===== src/rtl/shift_pkg.sv =====
// Shared encodings for the sequential shifter: operation codes and FSM state values.
package shift_pkg;

    typedef enum logic [1:0] {
        OP_SRL = 2'b00,
        OP_SRA = 2'b01,
        OP_SLL = 2'b10,
        OP_ROL = 2'b11
    } op_t;

    // Fixed legacy state encodings kept as plain constants.
    typedef logic [1:0] state_t;
    localparam state_t ST_IDLE  = 2'd0;
    localparam state_t ST_SHIFT = 2'd1;
    localparam state_t ST_DONE  = 2'd2;

endpackage


===== src/rtl/shift_step.sv =====
// Single-position combinational shift of one word by the selected operation.
// SEQ_SHIFTER_ROTATE_EN enables true rotate for OP_ROL; otherwise OP_ROL acts as SLL.
module shift_step
    import shift_pkg::*;
#(
    parameter int WIDTH = 32
) (
    input  logic [WIDTH-1:0] word,
    input  op_t              op,
    output logic [WIDTH-1:0] result
);

    always_comb begin
        result = word;
        case (op)
            OP_SRL: result = {1'b0, word[WIDTH-1:1]};
            OP_SRA: result = {word[WIDTH-1], word[WIDTH-1:1]};
            OP_SLL: result = {word[WIDTH-2:0], 1'b0};
`ifdef SEQ_SHIFTER_ROTATE_EN
            OP_ROL: result = {word[WIDTH-2:0], word[WIDTH-1]};
`else
            OP_ROL: result = {word[WIDTH-2:0], 1'b0};
`endif
            default: result = word;
        endcase
    end

endmodule


===== src/rtl/seq_shifter.sv =====
// Multi-cycle shifter: one bit position per clock, result published with a one-cycle done pulse.
// Rotate support for op=11 is selected by SEQ_SHIFTER_ROTATE_EN (see shift_step).
module seq_shifter
    import shift_pkg::*;
#(
    parameter  int WIDTH = 32,
    localparam int SHW   = $clog2(WIDTH)
) (
    input  logic             clk,
    input  logic             rst,
    input  logic             start,
    input  logic [1:0]       op,
    input  logic [SHW-1:0]   amt,
    input  logic [WIDTH-1:0] din,
    output logic             busy,
    output logic             done,
    output logic [WIDTH-1:0] dout
);

    state_t           state;
    logic [WIDTH-1:0] work;
    logic [WIDTH-1:0] stepped;
    op_t              op_q;
    logic [SHW-1:0]   cnt;

    shift_step #(.WIDTH(WIDTH)) u_step (
        .word   (work),
        .op     (op_q),
        .result (stepped)
    );

    assign busy = (state != ST_IDLE);

    // done and dout are loaded on the edge that enters DONE, so they line up with that state.
    always_ff @(posedge clk or posedge rst) begin
        if (rst) begin
            state <= ST_IDLE;
            work  <= '0;
            op_q  <= OP_SRL;
            cnt   <= '0;
            done  <= 1'b0;
            dout  <= '0;
        end else begin
            done <= 1'b0;
            case (state)
                ST_IDLE: begin
                    if (start) begin
                        work <= din;
                        op_q <= op_t'(op);
                        cnt  <= amt;
                        if (amt == '0) begin
                            state <= ST_DONE;
                            done  <= 1'b1;
                            dout  <= din;
                        end else begin
                            state <= ST_SHIFT;
                        end
                    end
                end
                ST_SHIFT: begin
                    work <= stepped;
                    cnt  <= cnt - SHW'(1);
                    if (cnt == SHW'(1)) begin
                        state <= ST_DONE;
                        done  <= 1'b1;
                        dout  <= stepped;
                    end
                end
                ST_DONE: state <= ST_IDLE;
                default: state <= ST_IDLE;
            endcase
        end
    end

endmodule


===== config.mk =====
export PLATFORM = sky130hd
export DESIGN_NAME = seq_shifter
export DESIGN_NICKNAME = d
export VERILOG_FILES = /design/src/rtl/shift_pkg.sv /design/src/rtl/shift_step.sv /design/src/rtl/seq_shifter.sv
export SDC_FILE = /design/constraint.sdc
export NUM_CORES = 1
export LEC_CHECK = 0
export CAP_MARGIN = 10
export CELL_PAD_IN_SITES_DETAIL_PLACEMENT = 1
export CELL_PAD_IN_SITES_GLOBAL_PLACEMENT = 2
export CORE_ASPECT_RATIO = 1.1
export CORE_MARGIN = 1.5
export CORE_UTILIZATION = 32
export DETAILED_ROUTE_END_ITERATION = 12
export PLACE_DENSITY = 0.92
export SKIP_CTS_REPAIR_TIMING = 1
export SLEW_MARGIN = 20
export SYNTH_ARGS = -nofsm -noshare
export SYNTH_HDL_FRONTEND = slang
export SYNTH_SLANG_ARGS = --single-unit

===== constraint.sdc =====
create_clock -name clk -period 2.7 [get_ports clk]
set_input_delay 0.675 -clock clk [delete_from_list [all_inputs] [get_ports clk]]
set_output_delay 0.675 -clock clk [all_outputs]
set_load 0.01 [all_outputs]

Yosys cells after proc, flatten, opt, wreduce, memory -nomap -nowiden. Index checks and enable logic that the tools add are counted.

$add $sub $neg: 1. Multiplexer cells: 17. Reduce and logical (&&, ||, !) cells: 10. Equal/unequal tests: 8.

Operators with widths (number): $mux 32 (4); $pmux 32 s2 (2); $pmux 32 s3 (1); $pmux 5 s2 (1); $mux 2 (3); $ne 2x2->1 const B (3); $reduce_and 2->1 (3); $eq 5x1->1 const B (1); $logic_not 5->1 (1); $mux 5 (1); $sub 5x1->5 const B (1); $eq 2x1->1 const B (2); $eq 2x2->1 const B (2); $logic_not 2->1 (2); $pmux 2 s2 (1); $reduce_and 4->1 (1); $reduce_bool 2->1 (2); $mux 1 (3); $pmux 1 s2 (1); $reduce_or 2->1 (1).

Output and inout port bits: 34. Input bits: 42. Register bits after elaboration: 74.

Depth between registers and ports, before layout. Gate-level depths: netlist of the first run.

Depth in word-level cells: 5. Gate-level depth with buffers: 7.

Modules after synthesis. From an unflattened synthesis of the first run, not the netlist that was laid out.

Cell total of the unflattened synthesis: 386. Area, all modules: 4340.4 µm².

By module, submodules not included: seq_shifter (seq. area each 1851.8 µm², cells an instance 348, area each 3816.2 µm², instances 1); shift_step (seq. area each 0.0 µm², cells an instance 38, area each 524.3 µm², instances 1).

Worst setup path before layout of the first run. OpenSTA, ideal clock, no wires.

Path kind: input to register. Start: in amt[3]. End: reg dout[20]. Data required time: 2.575 ns. Stages on the path: 6. Arrival time: 1.757 ns. Setup slack: 0.818 ns. Cell sequence: nor4_2 -> nand2_1 -> o2bb2a_4 -> buf_6 -> buf_6 -> mux2_4.

Word-level cells in the longest chain between the ends: 3.

RTL lines: from (decl) (RTL line seq_shifter.sv:13) `input logic [SHW-1:0] amt,`; $logic_not 5->1 (RTL line seq_shifter.sv:51) `if (amt == '0) begin`; $ne 2x2->1 (no line); $reduce_and 4->1 (no line); to (signal assigned) (RTL line seq_shifter.sv:54) `dout <= din;`; to (signal assigned) (RTL line seq_shifter.sv:66) `dout <= stepped;`; to (decl) (RTL line seq_shifter.sv:17) `output logic [WIDTH-1:0] dout`.

No other way between the ends. A chain may end at the register's enable or synchronous reset.

Worst setup path in the final report of the first run.
Start: reg state[0]. End: out busy.

Word-level cells in the longest chain between the ends: 1.

RTL lines: from (decl) (RTL line seq_shifter.sv:20) `state_t state;`; from (signal assigned) (RTL line seq_shifter.sv:37) `state <= ST_IDLE;`; from (signal assigned) (RTL line seq_shifter.sv:52) `state <= ST_DONE;`; from (signal assigned) (RTL line seq_shifter.sv:56) `state <= ST_SHIFT;`; $reduce_bool 2->1 (RTL line seq_shifter.sv:32) `assign busy = (state != ST_IDLE);`; to (decl) (RTL line seq_shifter.sv:15) `output logic busy,`.

No other way between the ends.

==> results.sh, run 1 <==
export IMPL_synth_fp_nets=402
export IMPL_nets=472
export IMPL_io_buffer_count=75
export IMPL_drive_gt1_frac=0.0970
export IMPL_cp_arrival_ns=1.54
export IMPL_p_leak_nw=2.32
export IMPL_synth_top_area_share=0.514
export IMPL_htree_levels=3
export IMPL_drc_errors=0
export IMPL_dp_hpwl_mm=5.96
export IMPL_fmax_mhz=452
export IMPL_pin_count=76
export IMPL_critical_path_class="register to output port"
export IMPL_p_int_mw=3.85
export IMPL_clock_sinks=74
export IMPL_cts_inserted_buffers=9
export IMPL_hold_violations=0
export IMPL_p_sw_frac=0.371
export IMPL_grt_ovfl_total=0
export IMPL_p_switching_mw=2.27
export IMPL_combPwrFrac=0.432
export IMPL_worst_pin_slew_ns=0.946
export IMPL_ys_ff_latch=74
export IMPL_start_util=0.329
export IMPL_n_antenna_cell=0
export IMPL_layout_min_cycle_time_ns=2.21
export IMPL_status="finished, final reports clean"
export IMPL_cp_max_fo=10
export IMPL_synth_seq_area_share=0.514
export IMPL_clock_path_buffers=2
export IMPL_hold_path_class="register to register"
export IMPL_drv_cap=0
export IMPL_chipHeight_um=114
export IMPL_period_share=0.819
export IMPL_vias=2747
export IMPL_p_per_area_nw_per_um2=1270
export IMPL_tritoncts="yes"
export IMPL_totalWireLength_mm=8.58
export IMPL_die_w_um=104
export IMPL_grt_first_pass_wirelength_mm=14.8
export IMPL_drv_slew=0
export IMPL_ys_warn_count=0
export IMPL_core_area_um2=11000
export IMPL_slew_headroom=0.369
export IMPL_skew_ns=0.00951
export IMPL_startpoint_type="register"
export IMPL_end_kind="output port"
export IMPL_drtIter0Drc=82
export IMPL_grt_pass1_vias=3062
export IMPL_rsz0062_at_grt="no"
export IMPL_wire_per_inst_um=14.8
export IMPL_ant_nets=0
export IMPL_setup_violations=0
export IMPL_worstPathRequired_ns=2.03
export IMPL_p_total_mw=6.12
export IMPL_grt_antenna_before_repair=0
export IMPL_ys_types=30
export IMPL_row_count=40
export IMPL_via_per_inst=4.74
export IMPL_globalplace_congestion=0.734
export IMPL_vdd_drop_max_uv=426
export IMPL_yosysTopAreaCell="dfrtp_1"
export IMPL_clk_latency_ns=0.33
export IMPL_grtUsageTotal=0.155
export IMPL_final_setup_tns_ns=0
export IMPL_first_pass_iters=4
export IMPL_design_die_area_um2=11900
export IMPL_area_growth_syn_to_layout_pct=33.7
export IMPL_root_buffer="clkbuf_16"
export IMPL_syn_area_per_cell_um2=10.1
export IMPL_synthTopCellsByArea="dfrtp_1 (51%), mux2i_1 (16%), o21ai_0 (5.3%)"
export IMPL_grt_max_degree=75
export IMPL_syn_inst=358
export IMPL_synth_area_um2=3600
export IMPL_clk_pin_slew_ns=0.05
export IMPL_power_share_clock=0.215
export IMPL_seqPwrFrac=0.353
-- final timing paths --
path | start | endpoint | slack (ns) | depth (start not counted)
max | state[0]$_DFFE_PP0P_ | busy | 0.49 | 3
min | work[0]$_DFFE_PP0P_ | work[0]$_DFFE_PP0P_ | 0.51 | 2
max reg2reg | cnt[0]$_DFFE_PP0P_ | dout[25]$_DFFE_PP0P_ | 0.75 | 5
min reg2reg | work[0]$_DFFE_PP0P_ | work[0]$_DFFE_PP0P_ | 0.51 | 2
max in group asynchronous | rst | op_q[1]$_DFFE_PP0P_ | 1.58 | 3
min in group asynchronous | rst | dout[26]$_DFFE_PP0P_ | 0.74 | 3
-- cell families after synthesis --
family,Yosys count,synth area share
buffers and inverters,58,0.0723
AO/OA/AOI/OAI,79,0.118
AND/OR/NAND/NOR,76,0.0910
multiplexers,69,0.197
adder cells (fa/ha/maj),2,0.00695
flip-flops,74,0.514
-- state kept, by name (all words and copies together), names as in the netlist --
register / cells
op_q: 2
dout: 32
cnt: 5
work: 32
state: 2
done: 1
-- power by group through the flow --
stage / sequential [mW] / clock [mW] / combinational [mW]
after CTS: 2.17 / 1.34 / 2.70
after floorplan: 2.06 / 0 / 1.74
after global routing: 2.25 / 1.40 / 3.01
after detailed placement: 2.18 / 0 / 2.68
final: 2.16 / 1.32 / 2.64
after global placement: 2.16 / 0 / 2.58
-- per-stage QoR --
| stage | hold WS (ns) | area [µm²] | util | setup slack, ns | instances |
|---|---|---|---|---|---|
| 3_3_place_gp | 0.469 | 4490 | 0.409 | 0.270 | 564 |
| 6_report | 0.505 | 4820 | 0.439 | 0.488 | 580 |
| 2_1_floorplan | 0.450 | 3600 | - | 0.143 | 358 |
| 3_5_place_dp | 0.490 | 4490 | 0.409 | 0.217 | 564 |
| 4_1_cts | 0.502 | 4820 | 0.439 | 0.463 | 580 |
| 5_1_grt | 0.518 | 4820 | 0.439 | 0.393 | 580 |
-- cell type report --
type                       count  area [µm²]
fill                        1247        6140
sequential                    74        1850
multi-input combinational    226        1490
timing repair buffer          82         828
clock buffer                  11         243
tap                          147         184
inverter                      35         131
clock inverter                 5        85.1
-- per-layer routing --
layer / track usage / vias up / part of all wire
met3: 0.0313 / 5 / 0.033
li1: - / 1341 / -
met2: 0.265 / 48 / 0.49
met1: 0.198 / 1353 / 0.47
met4: 0.0509 / 0 / 0.0069
met5: 0 / - / 0
-- cells in the mapped netlist --
library cell  count
inv_1            35
a211oi_1          2
and3_1            1
ha_1              2
mux2i_1          57
a32oi_1           1
mux2_2           11
a21oi_1          33
o21ai_0          38
nand2_2           1
o31ai_1           1
nor3_1            2
o2bb2a_4          1
mux2_4            1
nor2_1           29
buf_6             3
nor3b_1           1
buf_4             2
nor2b_1           1
or2_1             1
nor4_2            1
nand2b_1          1
o22ai_1           2
nor2_4            1
buf_2            10
nand3b_1          2
clkbuf_1          8
o211ai_1          1
dfrtp_1          74
nand2_1          35
-- worst max-delay path, stage by stage, from the launching register on --
cell,delay (ns)
dfrtp_1,0.56
nor2_4,0.07
inv_1,0.06
clkdlybuf4s50_1,0.52
-- layout by cell type, fill, tap and decap left out, drive strengths merged, types with 2 or more instances in the layout --
master         synthesis  final
clkdlybuf4s50          0     75
dfrtp                 74     74
mux2i                 57     57
o21ai                 38     38
inv                   35     37
nand2                 36     36
a21oi                 33     33
nor2                  30     30
mux2                  12     12
clkbuf                 8     11
buf                   15      7
a211oi                 2      2
nand3b                 2      2
o22ai                  2      2
nor3                   2      2
ha                     2      2
bufinv                 0      2
Power figures use the tool's default switching activity.
==> run 2, diff against run 1 <==
Clock period 2.7 ns to 2.28 ns, I/O delays scaled along.
==> run 2 against run 1 <==
Sequential power up 15%. Routed wire length up 5.0%. Critical path type unchanged. Power up 16%. Register-to-register slack worse by 0.20 ns. Non-clock buffer count up 5. Setup slack worse by 0.35 ns. Die area unchanged. Cell count up 0.69%.
==> results.sh, run 2 (same netlist as run 1, synthesis figures left out) <==
export IMPL_status="finished, final reports clean"
export IMPL_area_growth_syn_to_layout_pct=34.2
export IMPL_drive_gt1_frac=0.108
export IMPL_slowest_stage="dfrtp_1"
export IMPL_wire_per_inst_um=15.4
export IMPL_slew_headroom=0.713
export IMPL_critPathMaxStageDelay_ns=0.57
export IMPL_hold_end="work[0]$_DFFE_PP0P_"
export IMPL_die_w_um=104
export IMPL_htree_levels=3
export IMPL_drv_cap=0
export IMPL_drtIter0Drc=107
export IMPL_drv_slew=0
export IMPL_clock_path_buffers=2
export IMPL_p_switching_mw=2.69
export IMPL_final_common_cell="clkdlybuf4s50_1"
export IMPL_startpoint_type="register"
export IMPL_row_count=40
export IMPL_setup_violations=0
export IMPL_grt_ovfl_total=0
export IMPL_worstPathRequired_ns=1.71
export IMPL_cp_cell_sequence="nor2_4, inv_1, clkdlybuf4s50_1"
export IMPL_p_total_mw=7.13
export IMPL_r2r_end="dout[19]$_DFFE_PP0P_"
export IMPL_grtUsageTotal=0.164
export IMPL_skew_ns=0.00493
export IMPL_reg_top3="dout: 32 flops, work: 32 flops, cnt: 5 flops"
export IMPL_ff2ff_setup_slack_ns=0.55
export IMPL_globalplace_congestion=0.804
export IMPL_chipHeight_um=114
export IMPL_totalWireLength_mm=9.01
export IMPL_vdd_drop_max_uv=627
export IMPL_first_pass_iters=6
export IMPL_grt_first_pass_wirelength_mm=15.3
export IMPL_design_die_area_um2=11900
export IMPL_design_area_um2=4830
export IMPL_period_share=0.940
export IMPL_place_area_um2=4540
export IMPL_critical_path_class="register to output port"
export IMPL_cts_inserted_buffers=9
export IMPL_rsz0062_at_grt="no"
export IMPL_reg2reg_depth=5
export IMPL_grt_pass1_vias=3087
export IMPL_vias=2748
export IMPL_combPwrFrac=0.460
export IMPL_fmax_mhz=466
export IMPL_n_fill_cell=1210
export IMPL_holdPathStages=2
export IMPL_clock_sinks=74
export IMPL_hold_slack_ns=0.492
export IMPL_seqPwrFrac=0.348
export IMPL_cp_arrival_ns=1.57
export IMPL_dp_hpwl_mm=6.22
export IMPL_tritoncts="yes"
export IMPL_p_sw_frac=0.378
export IMPL_crit_buf_inv=2
export IMPL_clk_pin_slew_ns=0.05
export IMPL_hold_violations=0
export IMPL_io_buffer_count=75
export IMPL_final_setup_tns_ns=0
export IMPL_power_share_clock=0.192
export IMPL_layout_min_cycle_time_ns=2.14
export IMPL_ant_nets=0
export IMPL_hold_path_class="register to register"
export IMPL_via_per_inst=4.71
export IMPL_regToRegStartpoint="cnt[0]$_DFFE_PP0P_"
export IMPL_mostFrequentLayoutCells="clkdlybuf4s50_1 (75), dfrtp_1 (73), mux2i_1 (57), o21ai_0 (38), nand2_1 (35)"
export IMPL_start_util=0.329
export IMPL_critPathTopFamily="buffers and inverters"
export IMPL_end_kind="output port"
export IMPL_finish_utilization=0.441
export IMPL_worst_pin_slew_ns=0.431
export IMPL_p_leak_nw=2.33
export IMPL_root_buffer="clkbuf_16"
export IMPL_clk_latency_ns=0.34
export IMPL_grt_antenna_before_repair=0
export IMPL_worstHoldStart="work[0]$_DFFE_PP0P_"
export IMPL_core_area_um2=11000
export IMPL_pin_count=76
export IMPL_grt_max_degree=75
export IMPL_n_antenna_cell=0
export IMPL_nets=477
export IMPL_drc_errors=0
export IMPL_cp_max_fo=10
export IMPL_p_per_area_nw_per_um2=1470
export IMPL_p_int_mw=4.43
==> run 2: changes by cell type in the layout (fill, tap and decap cells not counted) <==
cell       previous run  this run
inv_2                 1         0
inv_6                 2         0
buf_12                2         3
clkbuf_1              1         0
bufinv_16             2         0
buf_4                 5         9
clkinv_2              0         2
clkbuf_8              1         4
==> run 2: worst max path at each step <==
stage,start,to,slack [ns],depth (start not counted)
3_3_place_gp,amt[3],dout[18]$_DFFE_PP0P_,0.04,6
5_1_grt,state[0]$_DFFE_PP0P_,busy,0.05,3
4_1_cts,state[0]$_DFFE_PP0P_,busy,0.10,3
6_report,state[0]$_DFFE_PP0P_,busy,0.14,3
3_5_place_dp,amt[3],dout[16]$_DFFE_PP0P_,0.03,6
2_1_floorplan,amt[3],dout[20]$_DFFE_PP0P_,0.50,6
==> run 2: power groups by stage <==
| stage | logic (mW) | clock network (mW) | registers [mW] |
|---|---|---|---|
| after floorplan | 2.06 | 0 | 2.43 |
| after global placement | 3.18 | 0 | 2.48 |
| after detailed placement | 3.31 | 0 | 2.51 |
| after CTS | 3.35 | 1.42 | 2.50 |
| after global routing | 3.70 | 1.46 | 2.58 |
| final | 3.28 | 1.37 | 2.48 |
==> run 2: cell type report <==
| cell class | instances | area, µm² | share of cell area |
|---|---|---|---|
| multi-input combinational | 226 | 1490 | 0.309 |
| inverter | 35 | 135 | 0.0280 |
| timing repair buffer | 87 | 878 | 0.182 |
| clock buffer | 13 | 280 | 0.0580 |
| sequential | 74 | 1850 | 0.383 |
| clock inverter | 2 | 10.0 | 0.00207 |
| tap | 147 | 184 | 0.0381 |
==> run 2: tightest hold or removal path, cell delays in order, from the launching register on <==
cell     delay [ns]
dfrtp_1        0.35
nand2_1        0.05
o21ai_0        0.06
==> run 2: metrics by stage <==
step / setup WS (ns) / cells
after CTS: 0.103 / 584
after detailed placement: 0.0286 / 569
after floorplan: 0.503 / 358
final: 0.136 / 584
after global placement: 0.0352 / 569
after global routing: 0.0454 / 584
==> run 2: per-layer routing <==
metal  up-vias  track usage  wire length [µm]
met5         -            0                 0
met4         0       0.0667               108
met3         9       0.0433               370
met2        49        0.276              4450
met1      1344        0.200              4090
li1       1346            -                 -
